<file path="config.mk">
export PLATFORM = sky130hd
export DESIGN_NAME = multicycle_sequencer
export DESIGN_NICKNAME = d
export VERILOG_FILES = /design/src/rtl/multicycle_sequencer.sv
export SDC_FILE = /design/constraint.sdc
export NUM_CORES = 1
export LEC_CHECK = 0
export CAP_MARGIN = 20
export CORE_MARGIN = 3
export CORE_UTILIZATION = 56
export CTS_CLUSTER_DIAMETER = 60
export DETAILED_ROUTE_END_ITERATION = 8
export GPL_ROUTABILITY_DRIVEN = 0
export GPL_TIMING_DRIVEN = 0
export PLACE_DENSITY = 0.95
export SYNTH_ARGS = -nofsm -noshare
export SYNTH_HDL_FRONTEND = slang
export SYNTH_SLANG_ARGS = --single-unit
</file>
<file path="constraint.sdc">
create_clock -name clk -period 5.9 [get_ports clk]
set_input_delay 1.18 -clock clk [delete_from_list [all_inputs] [get_ports clk]]
set_output_delay 1.18 -clock clk [all_outputs]
set_load 0.02 [all_outputs]
</file>
<file path="src/rtl/multicycle_sequencer.sv">
// rtl/multicycle_sequencer.sv - multicycle instruction control sequencer
// Fetch/decode/execute/memory/writeback FSM with memory-wait timeout and retire counter.
module multicycle_sequencer (
  input  logic        clk,
  input  logic        rst_n,
  input  logic        start,
  input  logic [5:0]  op_code,
  input  logic        mem_ready,
  input  logic        branch_taken,
  output logic        mem_read,
  output logic        mem_write,
  output logic        ir_load,
  output logic        pc_write,
  output logic        pc_sel,
  output logic        reg_write,
  output logic [2:0]  state,
  output logic        halted,
  output logic [1:0]  err,
  output logic [15:0] instr_count
);

  typedef enum logic [2:0] {
    S_IDLE   = 3'd0,
    S_FETCH  = 3'd1,
    S_DECODE = 3'd2,
    S_EXEC   = 3'd3,
    S_MEM    = 3'd4,
    S_WB     = 3'd5,
    S_HALT   = 3'd6
  } state_t;

  typedef enum logic [2:0] {
    C_ALU,
    C_BRANCH,
    C_JUMP,
    C_LOAD,
    C_STORE,
    C_HALT,
    C_ILLEGAL
  } class_t;

  localparam logic [1:0] ERR_NONE    = 2'b00;
  localparam logic [1:0] ERR_ILLEGAL = 2'b01;
  localparam logic [1:0] ERR_TIMEOUT = 2'b10;
  localparam logic [3:0] WAIT_LIMIT  = 4'd15;

  function automatic class_t classify(input logic [5:0] op);
    case (op)
      6'd0, 6'd62, 6'd63:                       return C_ALU;
      6'd15, 6'd16, 6'd17, 6'd18, 6'd19,
      6'd21, 6'd22:                             return C_BRANCH;
      6'd20:                                    return C_JUMP;
      6'd61:                                    return C_LOAD;
      6'd60:                                    return C_STORE;
      6'd45:                                    return C_HALT;
      default:                                  return C_ILLEGAL;
    endcase
  endfunction

  state_t      state_q, state_d;
  logic [5:0]  op_q, op_d;
  logic [3:0]  wait_q, wait_d;
  logic [1:0]  err_q, err_d;
  logic [15:0] count_q, count_d;

  class_t dec_cls;
  class_t op_cls;

  // DECODE steers on the live opcode; later states use the latched copy.
  assign dec_cls = classify(op_code);
  assign op_cls  = classify(op_q);

  always_ff @(posedge clk or negedge rst_n) begin
    if (!rst_n) begin
      state_q <= S_IDLE;
      op_q    <= 6'd0;
      wait_q  <= 4'd0;
      err_q   <= ERR_NONE;
      count_q <= 16'd0;
    end else begin
      state_q <= state_d;
      op_q    <= op_d;
      wait_q  <= wait_d;
      err_q   <= err_d;
      count_q <= count_d;
    end
  end

  always_comb begin
    state_d = state_q;
    op_d    = op_q;
    wait_d  = wait_q;
    err_d   = err_q;
    count_d = count_q;
    case (state_q)
      S_IDLE: begin
        if (start) state_d = S_FETCH;
      end
      S_FETCH: begin
        if (mem_ready) begin
          state_d = S_DECODE;
        end else if (wait_q == WAIT_LIMIT) begin
          state_d = S_HALT;
          err_d   = ERR_TIMEOUT;
        end
      end
      S_DECODE: begin
        op_d = op_code;
        case (dec_cls)
          C_HALT:    state_d = S_HALT;
          C_ILLEGAL: begin
            state_d = S_HALT;
            err_d   = ERR_ILLEGAL;
          end
          default:   state_d = S_EXEC;
        endcase
      end
      S_EXEC: begin
        case (op_cls)
          C_ALU, C_JUMP:    state_d = S_WB;
          C_LOAD, C_STORE:  state_d = S_MEM;
          C_BRANCH: begin
            state_d = S_FETCH;
            count_d = count_q + 16'd1;
          end
          default: begin
            state_d = S_HALT;
            err_d   = ERR_ILLEGAL;
          end
        endcase
      end
      S_MEM: begin
        if (mem_ready) begin
          if (op_cls == C_STORE) begin
            state_d = S_FETCH;
            count_d = count_q + 16'd1;
          end else begin
            state_d = S_WB;
          end
        end else if (wait_q == WAIT_LIMIT) begin
          state_d = S_HALT;
          err_d   = ERR_TIMEOUT;
        end
      end
      S_WB: begin
        state_d = S_FETCH;
        count_d = count_q + 16'd1;
      end
      S_HALT:  state_d = S_HALT;
      default: state_d = S_IDLE;
    endcase

    // Any state change restarts the wait count, so FETCH/MEM always enter at zero.
    if (state_d != state_q) begin
      wait_d = 4'd0;
    end else if ((state_q == S_FETCH || state_q == S_MEM) && !mem_ready) begin
      wait_d = wait_q + 4'd1;
    end
  end

  always_comb begin
    mem_read  = 1'b0;
    mem_write = 1'b0;
    ir_load   = 1'b0;
    pc_write  = 1'b0;
    pc_sel    = 1'b0;
    reg_write = 1'b0;
    case (state_q)
      S_FETCH: begin
        mem_read = 1'b1;
        if (mem_ready) begin
          ir_load  = 1'b1;
          pc_write = 1'b1;
        end
      end
      S_EXEC: begin
        if ((op_cls == C_BRANCH && branch_taken) || op_cls == C_JUMP) begin
          pc_write = 1'b1;
          pc_sel   = 1'b1;
        end
      end
      S_MEM: begin
        if (op_cls == C_STORE) mem_write = 1'b1;
        else                   mem_read  = 1'b1;
      end
      S_WB:    reg_write = 1'b1;
      default: ;
    endcase
  end

  assign state       = state_q;
  assign halted      = (state_q == S_HALT);
  assign err         = err_q;
  assign instr_count = count_q;

endmodule

</file>
==> results of run 1 <==
cells by family (layout without fill, tap and decap cells):
family,Yosys count,after routing,share of synthesized area [%]
xor gates and xnor gates,19,19,8.15
and+or+nand+nor,89,89,24.6
AOI/OAI and AO/OA,42,42,14.0
DFF,31,31,38.0
muxes,5,5,2.70
buffers and inverters,18,64,5.82
adders and majority gates,11,11,6.74
through the flow:
stage,power (mW),hold WS [ns],instance area (µm²)
after floorplan,0.710,0.528,2040
after global placement,0.863,0.464,2470
after detailed placement,0.881,0.467,2500
after CTS,1.03,0.482,2570
after global routing,1.11,0.512,2570
final,1.04,0.480,2570
per-layer routing:
metal / up-vias / global-route usage, %
met5: - / 0
met2: 77 / 36.4
li1: 859 / -
met3: 14 / 4.76
met4: 0 / 9.90
met1: 854 / 28.4
state kept, by name, indices dropped and copies added (netlist names):
| name | cells |
|---|---|
| err | 2 |
| instr_count | 16 |
| op_q | 6 |
| state | 3 |
| wait_q | 4 |
worst reg2reg max path: stages, from the launching register on:
cell     delay, ns
dfrtp_1       0.42
inv_1         0.10
ha_1          0.23
nor2_1        0.13
o22ai_1       0.11
a32o_2        0.28
or2_4         0.30
o31ai_4       0.41
buf_6         0.20
nand4_1       0.13
xnor2_1       0.16
power by group through the flow:
stage          Sequential [mW]  Combinational (mW)  Clock [mW]
2_1_floorplan            0.338               0.372           0
3_3_place_gp             0.316               0.547           0
3_5_place_dp             0.319               0.562           0
4_1_cts                  0.315               0.570       0.147
5_1_grt                  0.322               0.629       0.156
6_report                 0.316               0.577       0.143
synthesized netlist by cell type, types with 6 or more instances:
cell type / instances
a21oi_1: 12
and3_1: 7
dfrtp_1: 31
ha_1: 11
inv_1: 8
nand2_1: 15
nand2b_1: 6
nand3_1: 7
nand4_1: 14
nor2_1: 14
o21ai_0: 8
o22ai_1: 6
xnor2_1: 16
cell type report:
| cell class | count | area [µm²] | area share (%) |
|---|---|---|---|
| clock inverter | 1 | 7.51 | 0.292 |
| inverter | 8 | 30.0 | 1.17 |
| tap | 46 | 57.6 | 2.24 |
| buffer | 10 | 88.8 | 3.46 |
| clock buffer | 7 | 65.1 | 2.53 |
| multi-input combinational | 166 | 1150 | 44.6 |
| timing repair buffer | 38 | 398 | 15.5 |
| sequential | 31 | 776 | 30.2 |
path summary, 6_finish.rpt:
kind / from / slack, ns / end
hold / removal: instr_count[15] / 0.48 / instr_count[15]
min in group asynchronous: rst_n / 1.28 / wait_q[3]
hold reg to reg: instr_count[15] / 0.48 / instr_count[15]
setup / recovery: op_q[0] / 1.90 / pc_write
max in group asynchronous: rst_n / 4.06 / op_q[5]
setup reg to reg: op_q[0] / 3.31 / instr_count[15]
cell usage in the layout, fill, tap and decap left out, types with 2 or more instances in the layout:
master and count:
dfrtp_1 31, o22ai_1 6, or3_1 2, nand2b_1 6, nor3b_1 3, nor3_1 3, nor2b_1 3, and3_1 7
nand2_1 15, nand3b_1 2, nand3_1 7, and2_1 4, a31oi_1 4, inv_1 8, nand4_1 14, a21oi_1 12
mux2_2 4, clkdlybuf4s50_1 37, clkbuf_8 4, xnor2_1 16, clkbuf_4 5, nor2_1 14, xor2_1 3, clkbuf_1 4
o21ai_0 8, ha_1 11
==> impl_metrics.env, run 1 <==
export IMPL_run_status="complete, no violations"
export IMPL_cp_depth=9
export IMPL_numClockSinks=31
export IMPL_yosysTopAreaCell="dfrtp_1"
export IMPL_grt_max_degree=18
export IMPL_setup_viol=0
export IMPL_finalWorstSetupSlack_ns=1.90
export IMPL_final_layout_size_suffix_gt1_share_pct=11.9
export IMPL_ys_seq_elements=31
export IMPL_final_setup_tns_ns=0
export IMPL_p_per_area_mw_per_mm2=403
export IMPL_max_freq_mhz=250
export IMPL_final_cells=307
export IMPL_min_period_ns=4.00
export IMPL_cts_max_path_buffers=2
export IMPL_fill_cells=253
export IMPL_hold_buffers=0
export IMPL_grt_pass1_wl_mm=7.58
export IMPL_cp_required_ns=4.72
export IMPL_worstRegToRegCells=10
export IMPL_grt_overflow=0
export IMPL_p_int_uw=592
export IMPL_rsz0062_at_grt="no"
export IMPL_postCtsSetupBuffers=0
export IMPL_relSlewSlack_pct=48.6
export IMPL_wl_mm=4.50
export IMPL_dp_hpwl_mm=3.30
export IMPL_p_clk_share_pct=13.8
export IMPL_pre_cts_ws_ns=2.03
export IMPL_cts_resized=0
export IMPL_power_frac_comb_pct=55.7
export IMPL_worstPathArrival_ns=2.82
export IMPL_crit_type="reg2out"
export IMPL_hold_depth=1
export IMPL_synth_area_leaders="dfrtp_1, xnor2_1, ha_1"
export IMPL_syn_cell_area_mm2=0.00204
export IMPL_antenna_cells=0
export IMPL_tightest_slew_ns=0.767
export IMPL_synthArstFlopShare_pct=100
export IMPL_min_path_type="reg2reg"
export IMPL_syn_avg_cell_area_um2=9.49
export IMPL_start_util_pct=59.7
export IMPL_cts_tree="built"
export IMPL_maxCapViolCount=0
export IMPL_grt_usage_pct=22.4
export IMPL_dr_pass1_iters=4
export IMPL_area_delta_synth_final_pct=25.9
export IMPL_clk_pin_slew_ns=0.10
export IMPL_ios=39
export IMPL_synth_edf_count=0
export IMPL_synth_warnings=0
export IMPL_layout_nets=282
export IMPL_viasPerCell=5.88
export IMPL_met1Wirelength_mm=1.99
export IMPL_skew_ns=0.0177
export IMPL_dpl_cell_count=299
export IMPL_p_switching_uw=443
export IMPL_finalHoldViolCount=0
export IMPL_endpoint_kind="output pin"
export IMPL_drt_iter0_markers=169
export IMPL_wire_per_inst_um=14.7
export IMPL_path_buf_inv=2
export IMPL_synth_nets=237
export IMPL_ant_nets=0
export IMPL_critPathLaunchType="flop"
export IMPL_p_sw_share_pct=42.8
export IMPL_crit_fanout=4
export IMPL_drc=0
export IMPL_cts_buffers=5
export IMPL_highest_layer="met4"
export IMPL_grt_pass1_vias=1764
export IMPL_yosysTopAreaCellShare_pct=38.0
export IMPL_fp_dieW_um=66.4
export IMPL_root_buffer="clkbuf_4"
export IMPL_max_stage_delay_ns=0.59
export IMPL_critical_path_cell_chain="inv_1 > ha_1 > nor2b_1 > o32a_2 > o22ai_1 > nand2_1 > a21oi_1 > or2_2 > clkdlybuf4s50_1"
export IMPL_synth_cell_types=50
export IMPL_p_leak_nw=1.06
export IMPL_port_buffers=37
export IMPL_final_period_utilization_pct=67.7
export IMPL_ys_flop_type="dfrtp_1"
export IMPL_core_mm2=0.00342
export IMPL_die_h_um=66.4
export IMPL_cpMaxStageDelayCell="clkdlybuf4s50_1"
export IMPL_vdd_drop_max_mv=0.243
export IMPL_syn_inst=215
export IMPL_critPathTopFamily="compound AO/OA/AOI/OAI gates"
export IMPL_fin_util_pct=75.2
export IMPL_drv_slew=0
export IMPL_met3_length_um=260
export IMPL_ys_seq_area_share_pct=38.0
export IMPL_seq_power_share_pct=30.5
export IMPL_wl_met2_mm=2.15
export IMPL_htree_levels=2
export IMPL_die_area_mm2=0.00440
export IMPL_rows=21
export IMPL_vias=1804
export IMPL_antenna_found_initial=0
export IMPL_clk_latency_ns=0.34
No activity file was read; power rests on OpenSTA's default activity.
==> run 2, diff against run 1 <==
--- a/config.mk
+++ b/config.mk
@@ -7,12 +7,12 @@
 export LEC_CHECK = 0
 export CAP_MARGIN = 20
 export CORE_MARGIN = 3
-export CORE_UTILIZATION = 56
+export CORE_UTILIZATION = 52
 export CTS_CLUSTER_DIAMETER = 60
 export DETAILED_ROUTE_END_ITERATION = 8
 export GPL_ROUTABILITY_DRIVEN = 0
 export GPL_TIMING_DRIVEN = 0
-export PLACE_DENSITY = 0.95
+export PLACE_DENSITY = 0.9
 export SYNTH_ARGS = -nofsm -noshare
 export SYNTH_HDL_FRONTEND = slang
 export SYNTH_SLANG_ARGS = --single-unit
==> constraint.sdc (replaced) <==
create_clock -name clk -period 3.7 [get_ports clk]
set_input_delay 0.74 -clock clk [delete_from_list [all_inputs] [get_ports clk]]
set_output_delay 0.74 -clock clk [all_outputs]
set_load 0.02 [all_outputs]
==> impl_metrics.env, run 2 (same netlist as run 1, synthesis figures left out) <==
export IMPL_run_status="complete, no violations"
export IMPL_largest_reg_flops=16
export IMPL_p_int_mw=1.00
export IMPL_ant_nets=0
export IMPL_grt_max_degree=21
export IMPL_min_path_type="reg2reg"
export IMPL_cts_max_path_buffers=2
export IMPL_final_period_utilization_pct=93.9
export IMPL_relSlewSlack_pct=49.0
export IMPL_antenna_found_initial=0
export IMPL_crit_fanout=4
export IMPL_rows=22
export IMPL_cts_buffers=5
export IMPL_crit_type="reg2out"
export IMPL_final_layout_size_suffix_gt1_share_pct=11.5
export IMPL_grt_usage_pct=21.6
export IMPL_htree_levels=2
export IMPL_p_clk_share_pct=17.6
export IMPL_seq_power_share_pct=29.6
export IMPL_final_common_cell="clkdlybuf4s50_1"
export IMPL_grt_overflow=0
export IMPL_cts_tree="built"
export IMPL_drt_iter0_markers=169
export IMPL_hold_path_end="instr_count[15]"
export IMPL_viasPerCell=5.82
export IMPL_place_area_mm2=0.00249
export IMPL_wire_per_inst_um=14.7
export IMPL_final_area_mm2=0.00259
export IMPL_fp_dieW_um=68.6
export IMPL_cp_required_ns=2.96
export IMPL_maxCapViolCount=0
export IMPL_dr_pass1_iters=4
export IMPL_die_area_mm2=0.00471
export IMPL_skew_ns=0.00668
export IMPL_vias=1799
export IMPL_finalHoldViolCount=0
export IMPL_hold_start="instr_count[15]"
export IMPL_fill_cells=319
export IMPL_finalWorstSetupSlack_ns=0.227
export IMPL_core_mm2=0.00372
export IMPL_final_cell_mix="clkdlybuf4s50_1, dfrtp_1, xnor2_1, nand2_1"
export IMPL_worstRegToRegCells=10
export IMPL_clk_latency_ns=0.29
export IMPL_drv_slew=0
export IMPL_reg2reg_slack_ns=1.20
export IMPL_worstPathArrival_ns=2.73
export IMPL_die_h_um=68.6
export IMPL_tightest_slew_ns=0.761
export IMPL_dp_hpwl_mm=3.25
export IMPL_root_buffer="clkbuf_8"
export IMPL_p_sw_share_pct=41.3
export IMPL_endpoint_kind="output pin"
export IMPL_wl_mm=4.55
export IMPL_grt_pass1_vias=1621
export IMPL_layout_nets=282
export IMPL_power_frac_comb_pct=52.9
export IMPL_cts_resized=0
export IMPL_numClockSinks=31
export IMPL_port_buffers=37
export IMPL_r2r_start="op_q[0]"
export IMPL_setup_viol=0
export IMPL_regToRegEndpoint="instr_count[12]"
export IMPL_pre_cts_ws_ns=0.542
export IMPL_max_freq_mhz=288
export IMPL_vdd_drop_max_mv=0.395
export IMPL_clk_pin_slew_ns=0.06
export IMPL_antenna_cells=0
export IMPL_postCtsSetupBuffers=0
export IMPL_area_delta_synth_final_pct=26.7
export IMPL_p_per_area_mw_per_mm2=660
export IMPL_p_switching_uw=705
export IMPL_critPathLaunchType="flop"
export IMPL_grt_pass1_wl_mm=7.45
export IMPL_p_leak_nw=1.07
export IMPL_final_setup_tns_ns=0
export IMPL_drc=0
export IMPL_ios=39
export IMPL_hold_buffers=0
export IMPL_min_period_ns=3.47
export IMPL_rsz0062_at_grt="no"
export IMPL_start_util_pct=54.9
export IMPL_hold_depth=1
## run 2: changes by cell type in the layout (fill, tap and decap cells not counted)
cell,change
buf_16,-1
buf_8,+1
clkbuf_1,+1
clkbuf_4,-5
clkbuf_8,+5
clkinvlp_4,-1
## run 2: power by group through the flow
stage | clock network [mW] | registers [mW] | logic [mW]
2_1_floorplan | 0 | 0.539 | 0.594
3_3_place_gp | 0 | 0.505 | 0.871
3_5_place_dp | 0 | 0.508 | 0.889
4_1_cts | 0.307 | 0.504 | 0.897
5_1_grt | 0.322 | 0.516 | 0.990
6_report | 0.300 | 0.504 | 0.902
## run 2: area by class of cell
cell class                 count  area [µm²]  area share [%]
multi-input combinational    166        1150            44.3
buffer                        10        88.8            3.43
clock buffer                   8         100            3.87
timing repair buffer          38         385            14.9
inverter                       8        30.0            1.16
sequential                    31         776            30.0
tap                           48        60.1            2.32
## run 2: worst max-delay path by stage
stage	start	endpoint	slack, ns	cells after the start
2_1_floorplan	op_q[0]	pc_write	0.93	8
5_1_grt	op_q[0]	pc_write	0.07	9
4_1_cts	op_q[0]	pc_write	0.21	9
3_5_place_dp	op_q[0]	pc_write	0.54	9
3_3_place_gp	op_q[0]	pc_write	0.55	9
6_report	op_q[0]	pc_write	0.23	9
## run 2: worst max-delay path: stages (launching register included)
cell and delay [ns]:
dfrtp_1 0.40, inv_1 0.09, ha_1 0.28, nor2b_1 0.04, o32a_2 0.35, o22ai_1 0.29, nand2_1 0.09, a21oi_1 0.19
or2_2 0.13, clkdlybuf4s50_1 0.59
## run 2: through the flow
step	util [%]	total power, mW	hold slack, ns	instances
floorplan	-	1.13	0.444	215
global placement	66.5	1.38	0.465	300
detailed placement	66.9	1.40	0.468	301
CTS	69.6	1.71	0.481	309
global route	69.6	1.83	0.485	309
finish	69.6	1.71	0.477	309
## run 2: per-layer routing
metal  global-route usage [%]  wire length (µm)
met1                     28.5              2010
met2                     32.9              2190
met3                     6.16               269
met4                     9.18                92
met5                        0                 0
